[src/rtl/pipe_core_p.sv]
// Four-stage (F, D, E, W) in-order pipelined core with forwarding, regfile
// write-through bypass, taken-branch flushing and a global pipeline enable.
module pipe_core_p #(
  parameter int DATA_W = 8,
  parameter int REG_N  = 8,
  parameter int IMM_W  = 3,
  parameter int PC_W   = 6,
  localparam int RA_W   = $clog2(REG_N),
  localparam int INST_W = 2 + RA_W + IMM_W
) (
  input  logic              clk,
  input  logic              reset,
  input  logic              en,
  output logic [PC_W-1:0]   imem_addr,
  input  logic [INST_W-1:0] imem_data,
  output logic              wb_valid,
  output logic [RA_W-1:0]   wb_reg,
  output logic [DATA_W-1:0] wb_data,
  output logic              br_taken
);

  typedef enum logic [1:0] {
    OP_LI   = 2'b00,
    OP_ADDI = 2'b01,
    OP_BZ   = 2'b10,
    OP_J    = 2'b11
  } op_t;

  logic [PC_W-1:0]   pc;
  logic              ifid_valid;
  logic [INST_W-1:0] ifid_inst;
  logic              idex_valid;
  logic [INST_W-1:0] idex_inst;
  logic [DATA_W-1:0] idex_val;
  logic              exwb_valid;
  logic [RA_W-1:0]   exwb_rd;
  logic [DATA_W-1:0] exwb_data;
  logic [DATA_W-1:0] regs [REG_N];

  logic [RA_W-1:0]      d_rd;
  logic [DATA_W-1:0]    d_val;
  op_t                  e_op;
  logic [RA_W-1:0]      e_rd;
  logic [IMM_W-1:0]     e_imm;
  logic [RA_W+IMM_W-1:0] e_tgt;
  logic [DATA_W-1:0]    e_opnd;
  logic [DATA_W-1:0]    e_result;
  logic                 e_write;
  logic                 e_redirect;
  logic [PC_W-1:0]      e_target;

  assign d_rd  = ifid_inst[INST_W-3 -: RA_W];
  assign d_val = (wb_valid && (exwb_rd == d_rd)) ? exwb_data : regs[d_rd];

  assign e_op   = op_t'(idex_inst[INST_W-1 -: 2]);
  assign e_rd   = idex_inst[INST_W-3 -: RA_W];
  assign e_imm  = idex_inst[IMM_W-1:0];
  assign e_tgt  = idex_inst[RA_W+IMM_W-1:0];
  // A branch tests the forwarded operand, so a write still in W decides it.
  assign e_opnd = (exwb_valid && (exwb_rd == e_rd)) ? exwb_data : idex_val;

  always_comb begin
    e_result   = '0;
    e_write    = 1'b0;
    e_redirect = 1'b0;
    e_target   = '0;
    case (e_op)
      OP_LI: begin
        e_result = DATA_W'(e_imm);
        e_write  = idex_valid;
      end
      OP_ADDI: begin
        e_result = e_opnd + DATA_W'(e_imm);
        e_write  = idex_valid;
      end
      OP_BZ: begin
        e_redirect = idex_valid && (e_opnd == '0);
        e_target   = PC_W'(e_imm);
      end
      OP_J: begin
        e_redirect = idex_valid;
        e_target   = PC_W'(e_tgt);
      end
      default: ;
    endcase
  end

  // A redirect squashes the two younger instructions sitting in IF/ID and ID/EX.
  always_ff @(posedge clk or negedge reset) begin
    if (!reset) begin
      pc         <= '0;
      ifid_valid <= 1'b0;
      ifid_inst  <= '0;
      idex_valid <= 1'b0;
      idex_inst  <= '0;
      idex_val   <= '0;
      exwb_valid <= 1'b0;
      exwb_rd    <= '0;
      exwb_data  <= '0;
    end else if (en) begin
      pc         <= e_redirect ? e_target : pc + PC_W'(1);
      ifid_valid <= !e_redirect;
      ifid_inst  <= imem_data;
      idex_valid <= ifid_valid && !e_redirect;
      idex_inst  <= ifid_inst;
      idex_val   <= d_val;
      exwb_valid <= e_write;
      exwb_rd    <= e_rd;
      exwb_data  <= e_result;
    end
  end

  always_ff @(posedge clk or negedge reset) begin
    if (!reset) begin
      for (int i = 0; i < REG_N; i++) begin
        regs[i] <= '0;
      end
    end else if (wb_valid) begin
      regs[exwb_rd] <= exwb_data;
    end
  end

  assign imem_addr = pc;
  assign wb_valid  = exwb_valid && en;
  assign wb_reg    = exwb_rd;
  assign wb_data   = exwb_data;
  assign br_taken  = e_redirect;

endmodule

[config.mk]
export PLATFORM = sky130hd
export DESIGN_NAME = pipe_core_p
export DESIGN_NICKNAME = d
export VERILOG_FILES = /design/src/rtl/pipe_core_p.sv
export SDC_FILE = /design/constraint.sdc
export NUM_CORES = 1
export LEC_CHECK = 0
export CORE_MARGIN = 1.5
export CORE_UTILIZATION = 45
export CTS_BUF_LIST = sky130_fd_sc_hd__clkbuf_8
export DETAILED_ROUTE_END_ITERATION = 10
export HOLD_SLACK_MARGIN = 0.08
export PLACE_DENSITY_LB_ADDON = 0.1
export SYNTH_ARGS = -nofsm -noshare
export SYNTH_HDL_FRONTEND = slang
export SYNTH_SLANG_ARGS = --single-unit
[constraint.sdc]
create_clock -name clk -period 3.3 [get_ports clk]
set_clock_uncertainty 0.15 [all_clocks]
set_input_delay 0.66 -clock clk [delete_from_list [all_inputs] [get_ports clk]]
set_output_delay 0.66 -clock clk [all_outputs]
set_load 0.03 [all_outputs]
==> impl_metrics.csv, run 1 <==
group,metric,value,unit
synth,synth_edf_count,0,
synth,postSynthCellCount,418,
cts,clock_latency,0.39,ns
synth,synthXorXnorAreaFrac,0.0161,
synth,syn-num-nets,436,
floorplan,die_height,113,um
timing,slew_violations,0,
timing,layout_setup_ws,0.151,ns
placed_design,place_ws,0.118,ns
synth,synth_fa_ha_area_frac,0.0175,
timing,hold_viol,0,
cells_and_area,final_cell_mix,"dfrtp_1 (106), mux2_2 (85), nand2_1 (29), clkdlybuf4s50_1 (26), buf_4 (20)",
drt,wl_met1,5440,um
setup_path,crit_fanout,6,
setup_path,start_kind,"register",
synth,synthArstFlopShare,1.00,
synth,synth_compound_area_frac,0.0662,
synth,synth_area,0.00543,sq mm
cells_and_area,final_common_cell,"dfrtp_1",
setup_path,r2r_start,"wb_reg[1]",
cts,cts_tree,"built",
timing,worst_pin_slew,0.809,ns
cells_and_area,largest_reg_flops,64,
placed_design,io_buffers,29,
grt,grt_max_degree,62,
pwr,ir_drop,0.447,mV
flow_run,drv_cap,0,
drt,vias_per_cell,5.69,
setup_path,crit_path_top_delay_cell,"dfrtp_1",
drt,met3_length,394,um
drt,top_layer,"met4",
drt,drc,0,
timing,tns,0,ns
synth,synth_ff_type,"dfrtp_1",
cells_and_area,final_nets,467,
floorplan,ios,30,
setup_path,reg2reg_depth,9,
setup_path,rrSetupSlack,0.18,ns
pwr,p_per_area,614,mW/mm^2
cells_and_area,layout-drive-gt1-share,0.361,
setup_path,cpPeakStageDelay,0.46,ns
synth,muxShareOfSynthArea,0.284,
floorplan,die_area,0.0127,sq mm
timing,setup_violations,0,
drt,wirelength,11500,um
drt,num_vias,3399,
drt,wl_met2,5400,um
synth,yosys.area_share.simple,0.0853,
cells_and_area,max_flop_register,"regs",
grt,grt_pass1_vias,3574,
synth,synthDistinctLibCells,51,
setup_path,r2r-end,"wb_data[7]",
synth,ys_seq_elements,108,
placed_design,dpl.hpwl,8270,um
timing,finalCritPeriodShare,0.954,
cells_and_area,diodes,0,
synth,ys_warn_count,0,
timing,maxSlewHeadroom,0.461,
cts,root_buffer,"clkbuf_8",
timing,fmax,318,MHz
drt,drt_first_pass_iters,4,
synth,synth_top_family_by_area,"multiplexers",
synth,synth-seq-area-share,0.498,
status,outcome,"complete, no violations",
floorplan,core-area,0.0116,sq mm
drt,first_iter_violations,213,
setup_path,worst-path-buf-inv,1,
setup_path,critPathTopFamily,"simple AND/OR/NAND/NOR gates",
placed_design,gp_congestion,0.848,
cells_and_area,area_growth,12.4,%
grt,overflow,0,
floorplan,start_util,0.469,
cts,postCtsHoldBufs,0,
drt,routedWlPerCell,19.3,um
setup_path,critPathArrivalTime,2.34,ns
cts,clock_path_buffers,2,
pwr,finalPower,3.75,mW
cts,numCtsBuffers,9,
grt,grt_util_all_layers,0.198,
pwr,leakage,2.76,nW
cts,cts_max_level,3,
drt,ant_nets,0,
timing,rsz0062_at_grt,"no",
floorplan,die_w,113,um
hold_path,hp-class,"in -> async",
grt,antenna_found_initial,0,
setup_path,crit_type,"reg -> out",
setup_path,cp.required,2.49,ns
setup_path,worstPathCellList,"nor4_1 > a21oi_1 > mux2_2 > nor2_2 > dlygate4sd2_1",
cts,clk_pin_slew_worst_paths,0.11,ns
floorplan,rows,39,
synth,postSynthAreaPerCell,13.0,sq um
cts,clock_sinks,108,
grt,grt_pass1_wl,19400,um
timing,min_period,3.15,ns
setup_path,worstSetupEndpointType,"output pin",
==> cell usage after synthesis, types with 3 or more instances <==
master / number / area, sq um
a211oi_1: 3 / 22.5
a21o_1: 3 / 22.5
a21oi_1: 9 / 45.0
and2_1: 4 / 25.0
buf_2: 5 / 25.0
buf_6: 4 / 45.0
clkbuf_1: 17 / 63.8
dfrtp_1: 108 / 2700
ha_1: 6 / 75.1
inv_1: 7 / 26.3
mux2_2: 85 / 957
mux2_4: 6 / 90.1
mux2i_1: 11 / 110
mux4_2: 16 / 360
nand2_1: 29 / 109
nand2b_1: 4 / 25.0
nand4_1: 5 / 31.3
nor2_1: 4 / 15.0
nor2_2: 7 / 43.8
nor3_1: 5 / 25.0
nor4_1: 5 / 31.3
o21ai_0: 17 / 85.1
o22ai_1: 4 / 25.0
o2bb2ai_1: 4 / 35.0
or3_1: 7 / 43.8
xnor2_1: 7 / 61.3
xor2_1: 3 / 26.3
==> area by class of cell <==
type / count / area, sq um
inverters: 7 / 26.3
multi-input cells: 274 / 2560
clock inverters: 7 / 62.6
fillers: 1015 / 5460
well taps: 143 / 179
flip-flops and latches: 108 / 2710
clock buffers: 9 / 124
repair buffers: 49 / 444
==> logic make-up (layout without fill, tap and decap cells) <==
| kind of cell | after synthesis | after routing |
|---|---|---|
| muxes | 119 | 119 |
| and+or+nand+nor | 83 | 83 |
| AOI/OAI and AO/OA | 55 | 55 |
| buffers and inverters | 36 | 72 |
| xor gates and xnor gates | 10 | 10 |
| adders and majority gates | 7 | 7 |
| DFF | 108 | 108 |
==> stage by stage <==
| stage | std cells | hold slack, ns | utilization | cell area [sq um] |
|---|---|---|---|---|
| after global placement | 580 | 0.316 | 0.511 | 5910 |
| after detailed placement | 580 | 0.330 | 0.511 | 5910 |
| final | 597 | 0.194 | 0.528 | 6100 |
| after CTS | 596 | 0.227 | 0.527 | 6090 |
| after global routing | 597 | 0.248 | 0.528 | 6100 |
| after floorplan | 418 | 0.214 | - | 5440 |
==> repair_timing <==
item	in CTS	in global routing
setup endpoints to repair	1	2
gates resized for setup	1	0
gates cloned	0	0
setup buffers	0	1
pin swaps	0	1
==> per-layer routing <==
metal,vias to the layer above,GRT usage
met5,-,0
met4,0,0.0785
met3,20,0.0450
met2,70,0.312
met1,1713,0.266
li1,1596,-
==> how the worst max path moves through the flow <==
stage                      end  cells after the start         start
global route        wb_data[7]                      9     wb_reg[1]
global placement    wb_data[7]                      9     wb_reg[1]
floorplan           wb_data[7]                     11     wb_reg[0]
finish                br_taken                      5   idex_val[4]
CTS                 wb_data[7]                      9  idex_inst[4]
detailed placement  wb_data[7]                      9     wb_reg[1]
==> power breakdown <==
group          switching (mW)  total (mW)  internal (mW)
Clock                   0.486       0.774          0.287
Combinational           0.609        1.21          0.600
Sequential              0.203        1.76           1.56
(Power assumes the default switching activity.)
==> run 2, diff against run 1 <==
- RECOVER_POWER: not set -> 25
- clock period: 3.3 -> 3.68 ns (I/O delays scaled with it)
==> impl_metrics.csv, run 2 (synthesized netlist as in run 1, its figures left out) <==
group,metric,value,unit
grt,antenna_found_initial,0,
cts,cts_max_level,3,
cts,clock_path_buffers,2,
grt,grt_max_degree,67,
cells_and_area,area_growth,11.4,%
pwr,ir_drop,0.328,mV
drt,first_iter_violations,235,
grt,grt_util_all_layers,0.205,
pwr,clkPwrFrac,0.213,
cts,clk_pin_slew_worst_paths,0.11,ns
cells_and_area,final_cell_mix,"dfrtp_1 (108), mux2_2 (85), nand2_1 (29), clkdlybuf4s50_1 (26), o21ai_0 (17)",
timing,min_period,3.43,ns
drt,wirelength,12100,um
pwr,internal-power,2.18,mW
timing,maxSlewHeadroom,-0.618,
placed_design,gp_congestion,0.848,
setup_path,worst-path-buf-inv,1,
placed_design,dp_cells,575,
placed_design,dpl.hpwl,8190,um
setup_path,rrSetupSlack,0.30,ns
setup_path,crit_type,"reg -> out",
drt,drt_first_pass_iters,4,
cells_and_area,fin_util,0.523,
drt,routedWlPerCell,20.5,um
pwr,p_per_area,553,mW/mm^2
drt,num_vias,3440,
setup_path,cp.required,2.79,ns
hold_path,hp-class,"reg -> reg",
drt,ant_nets,0,
timing,tns,0,ns
status,outcome,"finished, violations left",
grt,grt_pass1_wl,19700,um
floorplan,ios,30,
floorplan,start_util,0.469,
cts,cts_resized,2,
placed_design,place_area,0.00585,sq mm
setup_path,crit_path_top_delay_cell,"dfrtp_1",
floorplan,die_w,113,um
cells_and_area,layout-drive-gt1-share,0.344,
flow_run,drv_cap,1,
cells_and_area,diodes,0,
setup_path,critPathTopFamily,"simple AND/OR/NAND/NOR gates",
cells_and_area,final_nets,461,
cts,cts_setup_buffers,0,
floorplan,die_area,0.0127,sq mm
timing,hold_viol,0,
cells_and_area,final_common_cell,"dfrtp_1",
status,violations,"capacitance limit, slew limit",
cells_and_area,largest_reg_flops,64,
cells_and_area,max_flop_register,"regs",
timing,fmax,292,MHz
floorplan,core-area,0.0116,sq mm
setup_path,worstSetupEndpointType,"output pin",
setup_path,start_kind,"register",
grt,overflow,0,
pwr,leakage,2.72,nW
cts,postCtsHoldBufs,0,
cells_and_area,stdcell_count,591,
drt,drc,0,
drt,vias_per_cell,5.82,
floorplan,die_height,113,um
timing,setup_violations,0,
timing,finalCritPeriodShare,0.932,
setup_path,crit_fanout,11,
timing,rsz0062_at_grt,"no",
setup_path,critPathArrivalTime,2.54,ns
cells_and_area,post-route-cell-area,0.00605,sq mm
pwr,p_switching,1.17,mW
cts,cts_tree,"built",
cts,clock_latency,0.39,ns
timing,worst_pin_slew,2.43,ns
pwr,power_frac_comb,0.313,
floorplan,rows,39,
cts,root_buffer,"clkbuf_8",
timing,slew_violations,43,
pwr,switching_share,0.349,
pwr,seqPwrFrac,0.475,
setup_path,cpPeakStageDelay,0.50,ns
setup_path,worstPathCellList,"xnor2_1 > and4_4 > mux2_2 > nor2_2 > dlygate4sd2_1",
placed_design,io_buffers,29,
grt,grt_pass1_vias,3415,
cts,clock_sinks,108,
timing,holdWs,0.348,ns
cts,numCtsBuffers,9,
==> run 2: cell count changes in the layout (fill, tap and decap cells not counted), sizes merged <==
| cell | delta |
|---|---|
| buf | -7 |
| clkinv | -2 |
| clkbuf | +1 |
| clkinvlp | +1 |
| inv | +1 |
==> run 2: per-layer routing <==
metal / track usage / routed length (um)
met2: 0.338 / 6000
met5: 0 / 0
met1: 0.271 / 5470
met3: 0.0536 / 454
met4: 0.0532 / 175
==> run 2: worst paths after layout <==
path,start,end,cells past startpoint
max in group asynchronous,reset,regs[40],1
min reg2reg,ifid_inst[6],idex_inst[6],2
min,ifid_inst[6],idex_inst[6],2
min in group asynchronous,reset,ifid_valid,1
max reg2reg,wb_reg[0],wb_data[7],9
max,wb_reg[0],br_taken,5
==> run 2: stage by stage <==
stage / power [mW] / setup WS, ns
detailed placement: 2.66 / 0.329
global placement: 2.63 / 0.393
CTS: 3.37 / 0.229
finish: 3.34 / 0.250
floorplan: 2.32 / 0.320
global route: 3.54 / 0.0849
==> run 2: power groups by stage <==
stage | clock, mW | sequential, mW | combinational (mW)
final | 0.711 | 1.59 | 1.05
after global placement | 0 | 1.60 | 1.04
after CTS | 0.738 | 1.59 | 1.05
after floorplan | 0 | 1.63 | 0.694
after detailed placement | 0 | 1.61 | 1.05
after global routing | 0.786 | 1.62 | 1.13
==> run 2: layout make-up <==
class	count	area, sq um
clock buffers	9	124
clock inverters	7	68.8
fillers	1038	5520
inverters	7	26.3
multi-input cells	274	2550
flip-flops and latches	108	2700
well taps	143	179
repair buffers	43	395
==> run 2: worst min-delay path: cells and delay by family, from the launching register on <==
| kind | cells | cell delay, ns |
|---|---|---|
| flops | 1 | 0.36 |
| compound gates | 1 | 0.06 |
| simple gates | 1 | 0.05 |
==> run 3, diff against run 2 <==
- CELL_PAD_IN_SITES_DETAIL_PLACEMENT: not set -> 0
- CELL_PAD_IN_SITES_GLOBAL_PLACEMENT: not set -> 1
- GPL_ROUTABILITY_DRIVEN: not set -> 0
==> impl_metrics.csv, run 3 (synthesized netlist as in run 1, its figures left out) <==
group,metric,value,unit
floorplan,core-area,0.0116,sq mm
cells_and_area,max_flop_register,"regs",
pwr,p_per_area,550,mW/mm^2
setup_path,cpPeakStageDelay,0.46,ns
floorplan,rows,39,
drt,drc,0,
floorplan,die_height,113,um
grt,grt_max_degree,57,
setup_path,rrSetupSlack,0.33,ns
grt,antenna_found_initial,0,
setup_path,startpoint,"wb_reg[1]",
timing,rsz0062_at_grt,"no",
drt,met3_length,427,um
cts,clk_pin_slew_worst_paths,0.10,ns
cts,clock_path_buffers,2,
cts,root_buffer,"clkbuf_8",
setup_path,crit_type,"reg -> out",
drt,first_iter_violations,159,
grt,grt_pass1_vias,3568,
setup_path,r2r_start,"wb_reg[1]",
drt,wl_met1,5680,um
cts,numCtsBuffers,9,
drt,ant_nets,0,
cells_and_area,fin_util,0.520,
timing,setup_violations,0,
floorplan,die_w,113,um
drt,drt_first_pass_iters,5,
status,outcome,"complete, no violations",
cts,cts_setup_buffers,0,
timing,finalCritPeriodShare,0.928,
grt,grt_pass1_wl,19900,um
timing,tns,0,ns
setup_path,reg2reg_depth,9,
setup_path,crit_fanout,11,
flow_run,drv_cap,0,
placed_design,dpl.hpwl,8040,um
pwr,leakage,2.71,nW
drt,vias_per_cell,5.74,
hold_path,hp-class,"reg -> reg",
cells_and_area,final_cell_mix,"dfrtp_1 (108), mux2_2 (85), nand2_1 (29), clkdlybuf4s50_1 (26), o21ai_0 (17)",
cells_and_area,final_common_cell,"dfrtp_1",
timing,maxSlewHeadroom,0.0757,
setup_path,worstPathCellList,"xnor2_1 > and4_4 > mux2_2 > nor2_2 > dlygate4sd2_1",
drt,routedWlPerCell,20.4,um
cts,cts_tree,"built",
grt,grt_util_all_layers,0.210,
drt,top_layer,"met4",
timing,worst_pin_slew,1.39,ns
floorplan,die_area,0.0127,sq mm
setup_path,crit_path_top_delay_cell,"dfrtp_1",
floorplan,start_util,0.469,
setup_path,start_kind,"register",
setup_path,r2r-end,"wb_data[7]",
setup_path,cp.required,2.79,ns
cells_and_area,final_nets,460,
cells_and_area,n_fill_cell,1008,
pwr,ir_drop,0.379,mV
placed_design,io_buffers,29,
timing,slew_violations,0,
cells_and_area,layout-drive-gt1-share,0.338,
cells_and_area,area_growth,10.8,%
setup_path,worstSetupEndpointType,"output pin",
cts,clock_latency,0.40,ns
drt,wl_met2,5600,um
setup_path,critPathArrivalTime,2.53,ns
setup_path,crit_end,"br_taken",
timing,fmax,293,MHz
timing,hold_viol,0,
cts,clock_sinks,108,
grt,overflow,0,
cells_and_area,largest_reg_flops,64,
cts,cts_max_level,3,
timing,min_period,3.41,ns
drt,wirelength,12000,um
cells_and_area,diodes,0,
floorplan,ios,30,
drt,num_vias,3384,
## run 3: how the worst min path moves through the flow
| stage | endpoint | from | cells after the start | slack [ns] |
|---|---|---|---|---|
| 3_3_place_gp | regs[62] | regs[62] | 2 | 0.32 |
| 4_1_cts | idex_valid | reset | 1 | 0.25 |
| 6_report | idex_inst[6] | ifid_inst[6] | 2 | 0.35 |
| 2_1_floorplan | exwb_valid | reset | 0 | 0.29 |
| 5_1_grt | ifid_inst[2] | ifid_inst[2] | 1 | 0.38 |
| 3_5_place_dp | regs[62] | regs[62] | 2 | 0.33 |
## run 3: per-layer routing
layer	track usage	up-vias
met2	0.331	57
met4	0.0734	0
met1	0.286	1739
met3	0.0498	14
met5	0	-
li1	-	1574
## run 3: critical path: cells and delay by family, from the launching register on
family | cells | cell delay, ns
XOR/XNOR | 1 | 0.29
buffers and inverters | 1 | 0.42
flip-flops | 1 | 0.46
multiplexers | 1 | 0.40
AND/OR/NAND/NOR | 2 | 0.57
## run 3: per-stage QoR
| step | instances | hold WS, ns | area, sq um | setup WS (ns) | total power, mW |
|---|---|---|---|---|---|
| floorplan | 418 | 0.290 | 5430 | 0.320 | 2.32 |
| global placement | 574 | 0.318 | 5830 | 0.402 | 2.62 |
| detailed placement | 574 | 0.330 | 5830 | 0.365 | 2.64 |
| CTS | 590 | 0.250 | 6020 | 0.244 | 3.34 |
| global route | 590 | 0.377 | 6010 | 0.164 | 3.52 |
| finish | 590 | 0.353 | 6010 | 0.265 | 3.31 |
## run 3: area by class of cell
cell class,instances,area [sq um],area share
clock inverter,6,48.8,0.00812
tap,143,179,0.0298
timing repair buffer,42,373,0.0620
sequential,108,2700,0.450
clock buffer,10,138,0.0229
multi-input combinational,274,2540,0.423
inverter,7,26.3,0.00437
## run 3: timing repair
| item | CTS | global route |
|---|---|---|
| setup endpoints to repair | 1 | 0 |
| hold buffers | 0 | 0 |
| hold endpoints to repair | 0 | 0 |
| resized for setup | 1 | 0 |
## run 3: report_power, final
part / internal, mW / total, mW / switching [mW]
clock: 0.272 / 0.696 / 0.424
combinational: 0.509 / 1.02 / 0.513
sequential: 1.40 / 1.59 / 0.190
